`src/rtl/vga_color_scheduler_if.sv`:
```
// Bundle of the v_sync / request / colour signals between the VGA source
// arbiter and its clients; the scheduler takes the slave side.
interface vga_color_scheduler_if;
    logic       v_sync;
    logic [2:0] req;
    logic [2:0] color0;
    logic [2:0] color1;
    logic [2:0] color2;
    logic [2:0] ctrl_rgb;
    logic [2:0] grant;
    logic       frame_tick;
    logic       busy;

    modport master (
        output v_sync, req, color0, color1, color2,
        input  ctrl_rgb, grant, frame_tick, busy
    );

    modport slave (
        input  v_sync, req, color0, color1, color2,
        output ctrl_rgb, grant, frame_tick, busy
    );
endinterface

```
`src/rtl/vga_color_scheduler.sv`:
```
// Frame-rate round-robin arbiter: picks one of three colour sources at each
// v_sync start and holds it for HOLD_FRAMES frames while it keeps requesting.
module vga_color_scheduler #(
    parameter int unsigned HOLD_FRAMES      = 4,
    parameter logic [2:0]  DEFAULT_RGB      = 3'b000,
    parameter bit          VSYNC_ACTIVE_LOW = 1'b1
) (
    input  logic                  i_clk,
    input  logic                  i_reset,
    vga_color_scheduler_if.slave  io_sched
);

    typedef enum logic {IDLE = 1'b0, HOLD = 1'b1} state_t;

    localparam logic [7:0] CNT_LOAD = 8'(HOLD_FRAMES - 1);

    state_t     r_state, w_state_nxt;
    logic       r_vs_act_q;
    logic       w_vs_act, w_edge;
    logic [2:0] r_grant, w_grant_nxt;
    logic [2:0] r_rgb, w_rgb_nxt;
    logic [7:0] r_cnt, w_cnt_nxt;
    logic [1:0] r_last, w_last_nxt;
    logic [1:0] w_start, w_win_idx;
    logic       w_win_vld, w_rearb;
    logic       r_tick, r_busy;
    logic [2:0] w_colors [3];

    function automatic logic [1:0] rr_idx(input logic [1:0] s, input int k);
        logic [2:0] t;
        t = {1'b0, s} + 3'(k);
        return (t >= 3'd3) ? 2'(t - 3'd3) : t[1:0];
    endfunction

    assign w_vs_act    = VSYNC_ACTIVE_LOW ? ~io_sched.v_sync : io_sched.v_sync;
    assign w_edge      = w_vs_act & ~r_vs_act_q;
    assign w_colors[0] = io_sched.color0;
    assign w_colors[1] = io_sched.color1;
    assign w_colors[2] = io_sched.color2;
    assign w_start     = (r_last == 2'd2) ? 2'd0 : r_last + 2'd1;

    // Walk the search order backwards so the earliest requester overwrites.
    always_comb begin
        w_win_vld = 1'b0;
        w_win_idx = 2'd0;
        for (int k = 2; k >= 0; k--) begin
            if (io_sched.req[rr_idx(w_start, k)]) begin
                w_win_vld = 1'b1;
                w_win_idx = rr_idx(w_start, k);
            end
        end
    end

    always_comb begin
        w_state_nxt = r_state;
        w_grant_nxt = r_grant;
        w_rgb_nxt   = r_rgb;
        w_cnt_nxt   = r_cnt;
        w_last_nxt  = r_last;
        w_rearb     = 1'b0;
        if (w_edge) begin
            case (r_state)
                IDLE: w_rearb = (io_sched.req != 3'b000);
                HOLD: begin
                    if (!io_sched.req[r_last] || r_cnt == 8'd0) begin
                        w_rearb = 1'b1;
                    end else begin
                        w_cnt_nxt = r_cnt - 8'd1;
                        w_rgb_nxt = w_colors[r_last];
                    end
                end
                default: w_rearb = 1'b1;
            endcase
            if (w_rearb) begin
                if (w_win_vld) begin
                    w_state_nxt = HOLD;
                    w_grant_nxt = 3'b001 << w_win_idx;
                    w_rgb_nxt   = w_colors[w_win_idx];
                    w_cnt_nxt   = CNT_LOAD;
                    w_last_nxt  = w_win_idx;
                end else begin
                    w_state_nxt = IDLE;
                    w_grant_nxt = 3'b000;
                    w_rgb_nxt   = DEFAULT_RGB;
                    w_cnt_nxt   = 8'd0;
                end
            end
        end
    end

    always_ff @(posedge i_clk) begin
        if (i_reset) begin
            r_state    <= IDLE;
            r_vs_act_q <= 1'b0;
            r_grant    <= 3'b000;
            r_rgb      <= DEFAULT_RGB;
            r_cnt      <= 8'd0;
            r_last     <= 2'd2;
            r_tick     <= 1'b0;
            r_busy     <= 1'b0;
        end else begin
            r_state    <= w_state_nxt;
            r_vs_act_q <= w_vs_act;
            r_grant    <= w_grant_nxt;
            r_rgb      <= w_rgb_nxt;
            r_cnt      <= w_cnt_nxt;
            r_last     <= w_last_nxt;
            r_tick     <= w_edge;
            r_busy     <= (w_grant_nxt != 3'b000);
        end
    end

    assign io_sched.ctrl_rgb   = r_rgb;
    assign io_sched.grant      = r_grant;
    assign io_sched.frame_tick = r_tick;
    assign io_sched.busy       = r_busy;

endmodule

```
`src/flat_wrapper.sv`:
```
// flat-port wrapper written by rule: the top's interface ports become plain ports
module vga_color_scheduler_flat 
#(
    parameter int unsigned HOLD_FRAMES      = 4,
    parameter logic [2:0]  DEFAULT_RGB      = 3'b000,
    parameter bit          VSYNC_ACTIVE_LOW = 1'b1
)
  (i_clk, i_reset, io_sched_v_sync, io_sched_req, io_sched_color0, io_sched_color1, io_sched_color2, io_sched_ctrl_rgb, io_sched_grant, io_sched_frame_tick, io_sched_busy);
  vga_color_scheduler_if io_sched_i ();
  input  logic i_clk;
  input  logic i_reset;
  input wire logic [$bits(io_sched_i.v_sync)-1:0] io_sched_v_sync;
  input wire logic [$bits(io_sched_i.req)-1:0] io_sched_req;
  input wire logic [$bits(io_sched_i.color0)-1:0] io_sched_color0;
  input wire logic [$bits(io_sched_i.color1)-1:0] io_sched_color1;
  input wire logic [$bits(io_sched_i.color2)-1:0] io_sched_color2;
  output wire logic [$bits(io_sched_i.ctrl_rgb)-1:0] io_sched_ctrl_rgb;
  output wire logic [$bits(io_sched_i.grant)-1:0] io_sched_grant;
  output wire logic [$bits(io_sched_i.frame_tick)-1:0] io_sched_frame_tick;
  output wire logic [$bits(io_sched_i.busy)-1:0] io_sched_busy;
  assign io_sched_i.v_sync = io_sched_v_sync;
  assign io_sched_i.req = io_sched_req;
  assign io_sched_i.color0 = io_sched_color0;
  assign io_sched_i.color1 = io_sched_color1;
  assign io_sched_i.color2 = io_sched_color2;
  assign io_sched_ctrl_rgb = io_sched_i.ctrl_rgb;
  assign io_sched_grant = io_sched_i.grant;
  assign io_sched_frame_tick = io_sched_i.frame_tick;
  assign io_sched_busy = io_sched_i.busy;
  vga_color_scheduler #(.HOLD_FRAMES(HOLD_FRAMES), .DEFAULT_RGB(DEFAULT_RGB), .VSYNC_ACTIVE_LOW(VSYNC_ACTIVE_LOW)) u_core (.i_clk(i_clk), .i_reset(i_reset), .io_sched(io_sched_i));
endmodule
```
`config.mk`:
```
export PLATFORM = sky130hd
export DESIGN_NAME = vga_color_scheduler_flat
export DESIGN_NICKNAME = d
export VERILOG_FILES = /design/src/rtl/vga_color_scheduler_if.sv /design/src/rtl/vga_color_scheduler.sv /design/src/flat_wrapper.sv
export SDC_FILE = /design/constraint.sdc
export NUM_CORES = 1
export LEC_CHECK = 0
export CAP_MARGIN = 40
export CORE_UTILIZATION = 45
export DETAILED_ROUTE_END_ITERATION = 7
export PLACE_DENSITY = 0.76
export SETUP_SLACK_MARGIN = 0.02
export SLEW_MARGIN = 20
export SYNTH_ARGS = -nofsm -noshare
export SYNTH_HDL_FRONTEND = slang
export SYNTH_SLANG_ARGS = --single-unit
```
`constraint.sdc`:
```
create_clock -name i_clk -period 2.1 [get_ports i_clk]
set_input_delay 0.42 -clock i_clk [delete_from_list [all_inputs] [get_ports i_clk]]
set_output_delay 0.42 -clock i_clk [all_outputs]
set_load 0.1 [all_outputs]
```
==> reports/summary.txt, run 1 <==
Pleak - 0.614 nW
worst skew pair latency - 310 ps
clock root cell - clkbuf_4
fin crit share - 85.8%
largest net degree at the start of global routing - 14
RSZ-0062 raised after global routing - no
critical path startpoint category - flip-flop
CP delay by family, top - flip-flops
Slew @ Worst Pin - 507 ps
Yosys reg bits - 20
Buf/Inv on CP - 0
asr flop ratio synth - 0%
initial drt markers - 14
Initial Util - 49.6%
commonest cells in the synthesized netlist - 20 x dfxtp_1, 13 x nor2_1, 11 x nand2_1
width of the chip - 52.3 microns
WP data arrival - 2070 ps
Max-slew headroom - 65.9%
crit path time final - 1800 ps
CTS tree - yes
count of input and output buffers - 22
clock slew at reported path FFs - 130 ps
Cell Rows - 17
die height - 52.3 microns
status - finished clean
Pins Over Slew Limit - 0
Yosys top cell by area - dfxtp_1
antenna violations before repair - 0
GRT Overall Usage - 19.7%
critical path type - reg -> reg
# setup viols final - 0
drt first pass iters - 4
hold buffers post-CTS - 0
Netlist Area Pre-Place - 1140 sq um
Cells after Synth - 126
number of buffers created by CTS - 3
cell with the most instances after synthesis - dfxtp_1
htree depth - 1
routed length per instance - 13.4 microns
post-cts resize count - 0
post-synth net total - 142
post-CTS setup buffers - 0
first-pass GRT wire length - 3970 microns
GPL Wtd Cong - 0.739
total grt overflow - 0
Syn. warnings - 0
Fin. Hold Viols - 0
Synth area leaders - dfxtp_1 35%, nor2_1 4.3%, o41ai_2 4.3%
Final Net Count - 175
Worst Setup End Kind - flip-flop
Worst Hold Class - reg -> reg
top_reg_cell synth - dfxtp_1
P per Cell Area - 689 nW/um^2
Max Freq - 555 MHz
DIE AREA - 2740 sq um
maxcap violations - 0
top-area cell type share of the netlist area - 35.2%
vias - 1030
Final Skew - 13.9 ps
n_diodes - 0
io pins - 23
Slowest-stage cell, CP - dfxtp_1
count of cell types in the netlist - 46
Max clock buf depth - 2
core area - 2300 sq um
crit-path max FO - 13
EDFF count, synth - 0
Final Util - 63.4%
area grow syn2layout - 27.9%
Routed WL - 2490 microns
number of global-route vias before repair - 952
DRC viols - 0
Crit path largest cell delay - 610 ps
VDD IR-drop max - 441 uV
final instance area - 1460 sq um
fill count - 197
Critical Path, Cell by Cell - mux2i_1, o2bb2ai_2, and2_4, nor4_4, a22o_1
Clock Sink Count - 20
Detail Placement HPWL - 1950 microns
sequential area share after synthesis - 35.2%
Post-DRT Antenna Nets - 0
WP data required - 2370 ps
Avg Cell Area, Syn - 9.04 sq um
share of layout cells above drive strength 1 - 23.4%
Area after DPL - 1420 sq um
Vias/cell - 5.54
## logic make-up after synthesis
group / Yosys count / synth area share [%]
multiplexers: 4 / 3.52
flip-flops: 20 / 35.2
AO/OA/AOI/OAI: 34 / 23.8
buffers and inverters: 9 / 4.83
AND/OR/NAND/NOR: 52 / 26.9
adder cells (fa/ha/maj): 1 / 1.10
XOR/XNOR: 6 / 4.62
## worst reg2reg max path, stage by stage (launching register included)
cell	delay, ps
dfxtp_1	610
mux2i_1	300
o2bb2ai_2	110
and2_4	210
nor4_4	330
a22o_1	190
## flip-flops by register name, indices dropped and copies added (netlist names)
name                        cells
u_core.r_cnt                    8
u_core.io_sched.busy            1
u_core.io_sched.frame_tick      1
u_core.io_sched.ctrl_rgb        3
u_core.io_sched.grant           3
u_core.r_last                   2
u_core.r_state                  1
u_core.r_vs_act_q               1
## through the flow
step                      setup WS [ps]  cells  hold slack (ps)  power [mW]  TNS, ps
after detailed placement          -7.80    182              458       0.779    -7.80
after global placement             31.4    182              456       0.772        0
final                               298    186              475        1.00        0
after global routing                155    186              499        1.05        0
after CTS                           309    186              476        1.01        0
after floorplan                     494    126              422       0.684        0
## area by class of cell
cell class | instances | area, sq um | area share, %
clock buffer | 4 | 36.3 | 2.49
inverter | 3 | 11.3 | 0.773
multi-input combinational | 97 | 683 | 46.9
sequential | 20 | 400 | 27.5
tap | 28 | 35.0 | 2.41
timing repair buffer | 34 | 290 | 19.9
## final timing paths
check | slack [ps] | startpoint | cells after the start | to
max | 300 | u_core.r_last[0] | 5 | u_core.io_sched.grant[2]
min | 470 | u_core.r_vs_act_q | 1 | u_core.io_sched.frame_tick
max reg2reg | 300 | u_core.r_last[0] | 5 | u_core.io_sched.grant[2]
min reg2reg | 470 | u_core.r_vs_act_q | 1 | u_core.io_sched.frame_tick
## metal layers
| metal | track usage (%) | wire, microns | up-vias |
|---|---|---|---|
| li1 | - | - | 530 |
| met1 | 22.9 | 1140 | 478 |
| met2 | 35.9 | 1240 | 18 |
| met3 | 3.48 | 66 | 4 |
| met4 | 6.58 | 36 | 0 |
| met5 | 0 | 0 | - |
## placed cells by master (no fill, tap or decap), drive strengths merged, types with 2 or more instances in the layout
master / count
a22o: 2
mux2i: 4
a31oi: 3
o22ai: 2
nor2: 13
buf: 20
and2: 3
nor4: 3
a21oi: 3
inv: 3
clkbuf: 4
nand2: 11
o21ai: 8
a221oi: 3
nor3: 5
nand3: 2
o41ai: 3
nor2b: 4
clkdlybuf4s50: 14
xor2: 5
and3: 6
dfxtp: 20
## power breakdown
| group | leakage [nW] | switching (mW) | total [mW] | internal [mW] |
|---|---|---|---|---|
| sequential | 0.164 | 0.0328 | 0.442 | 0.409 |
| combinational | 0.429 | 0.195 | 0.329 | 0.134 |
| clock | 0.0210 | 0.127 | 0.233 | 0.106 |
No activity file was read; power rests on OpenSTA's default activity.
==> inputs of run 2 (changes only) <==
--- a/config.mk
+++ b/config.mk
@@ -7,9 +7,11 @@
 export LEC_CHECK = 0
 export CAP_MARGIN = 40
 export CORE_UTILIZATION = 45
+export CTS_BUF_LIST = sky130_fd_sc_hd__clkbuf_4 sky130_fd_sc_hd__clkbuf_8
 export DETAILED_ROUTE_END_ITERATION = 7
+export HOLD_SLACK_MARGIN = 0.12
 export PLACE_DENSITY = 0.76
-export SETUP_SLACK_MARGIN = 0.02
+export SETUP_SLACK_MARGIN = 0.3
 export SLEW_MARGIN = 20
 export SYNTH_ARGS = -nofsm -noshare
 export SYNTH_HDL_FRONTEND = slang
==> run 2 against run 1 <==
Net effect: count of clock-buffer cells in the layout stayed put; total power rose by 0.89%; largest cell class unchanged; sequential power about the same; largest power group unchanged; critical endpoint is now u_core.r_cnt[5].
==> reports/summary.txt, run 2 (synthesis results as in run 1) <==
io pins - 23
clock root cell - clkbuf_4
area of the multi-input gates - 708 sq um
DRC viols - 0
number of buffers created by CTS - 3
WP data required - 2310 ps
worst skew pair latency - 310 ps
most frequent cells in the layout - 21 x buf_4, 19 x dfxtp_1, 13 x nor2_1, 13 x clkdlybuf4s50_1, 11 x nand2_1
largest net degree at the start of global routing - 14
WP data arrival - 1940 ps
total grt overflow - 0
hold buffers post-CTS - 0
vias - 1066
Final TNS setup - 0 ps
width of the chip - 52.3 microns
GRT Overall Usage - 19.7%
critical path type - in -> reg
die height - 52.3 microns
drt first pass iters - 4
Fin. Hold Viols - 0
maxcap violations - 0
Routed WL - 2530 microns
Detail Placement HPWL - 1950 microns
core area - 2300 sq um
worst hold margin - 488 ps
Most flops, register - u_core.r_cnt
fill count - 193
area grow syn2layout - 31.1%
htree depth - 1
Post-DRT Antenna Nets - 0
max reg flops - 8
RSZ-0062 raised after global routing - no
n_diodes - 0
Final Net Count - 177
Cell Rows - 17
critical path startpoint category - input port
status - finished clean
routed length per instance - 13.5 microns
# setup viols final - 0
Initial Util - 49.6%
CTS tree - yes
GPL Wtd Cong - 0.739
VDD IR-drop max - 448 uV
Worst Setup End Kind - flip-flop
DIE AREA - 2740 sq um
clock slew at reported path FFs - 120 ps
crit path time final - 1740 ps
number of global-route vias before repair - 952
count of input and output buffers - 22
first-pass GRT wire length - 3970 microns
Max Freq - 576 MHz
P per Cell Area - 678 nW/um^2
Slew @ Worst Pin - 368 ps
Pleak - 0.636 nW
Vias/cell - 5.67
fin crit share - 82.7%
share of layout cells above drive strength 1 - 26.9%
Pins Over Slew Limit - 0
Pwr Total - 1.01 mW
antenna violations before repair - 0
Final Skew - 10.6 ps
Max clock buf depth - 2
initial drt markers - 22
most common cell after layout, fill and taps aside - buf_4
Clock Sink Count - 20
flip-flop and latch area - 402 sq um
Worst Hold Class - reg -> reg
crit-path max FO - 4
Max-slew headroom - 75.4%
run 2: cell types whose count changed in the layout (fill, tap and decap cells not counted), sizes merged:
cell and delta:
dlymetal6s2s +1, clkdlybuf4s50 -1, buf +1, and2 +1
run 2: final timing paths:
path	startpoint	to	slack (ps)	cells after the start
setup / recovery	io_sched_req[0]	u_core.r_cnt[5]	360	7
hold / removal	u_core.io_sched.grant[1]	u_core.io_sched.grant[1]	490	2
setup reg to reg	u_core.r_cnt[0]	u_core.io_sched.ctrl_rgb[1]	430	7
hold reg to reg	u_core.io_sched.grant[1]	u_core.io_sched.grant[1]	490	2
run 2: final cells by class:
type	instances	share of cell area [%]
Sequential cell	20	26.9
Clock buffer	4	2.43
Inverter	3	0.754
Timing Repair Buffer	35	20.1
Multi-Input combinational cell	98	47.4
Tap cell	28	2.35
run 2: timing repair:
item	CTS	global route
setup buffers	0	1
endpoints found under the setup margin	0	15
gates resized for setup	0	6
run 2: worst max-delay path, stage by stage:
cell             delay (ps)
clkdlybuf4s50_1         540
nor4_2                   80
buf_4                   140
nand3b_1                210
or3_1                   350
xor2_1                  140
nor2_1                   50
run 2: through the flow:
stage | cells | utilization (%) | area, sq um | setup slack, ps
after global routing | 188 | 65.0 | 1490 | 293
after global placement | 182 | 61.8 | 1420 | 31.4
after floorplan | 126 | - | 1140 | 494
after detailed placement | 182 | 61.8 | 1420 | -7.80
after CTS | 186 | 63.4 | 1460 | 309
final | 188 | 65.0 | 1490 | 363
run 2: where the power goes:
group	internal [mW]	leakage, nW	switching, mW	total [mW]
sequential	0.410	0.165	0.0332	0.443
combinational	0.139	0.450	0.200	0.339
clock	0.106	0.0210	0.124	0.230
total	0.654	0.636	0.358	1.01
run 2: per-layer routing:
metal	up-vias	wire length, microns	global-route usage (%)	part of all wire (%)
met2	24	1300	35.9	51
met1	502	1130	22.9	45
li1	536	-	-	-
met4	0	28	6.58	1.1
met3	4	76	3.48	3.0
met5	-	0	0	0
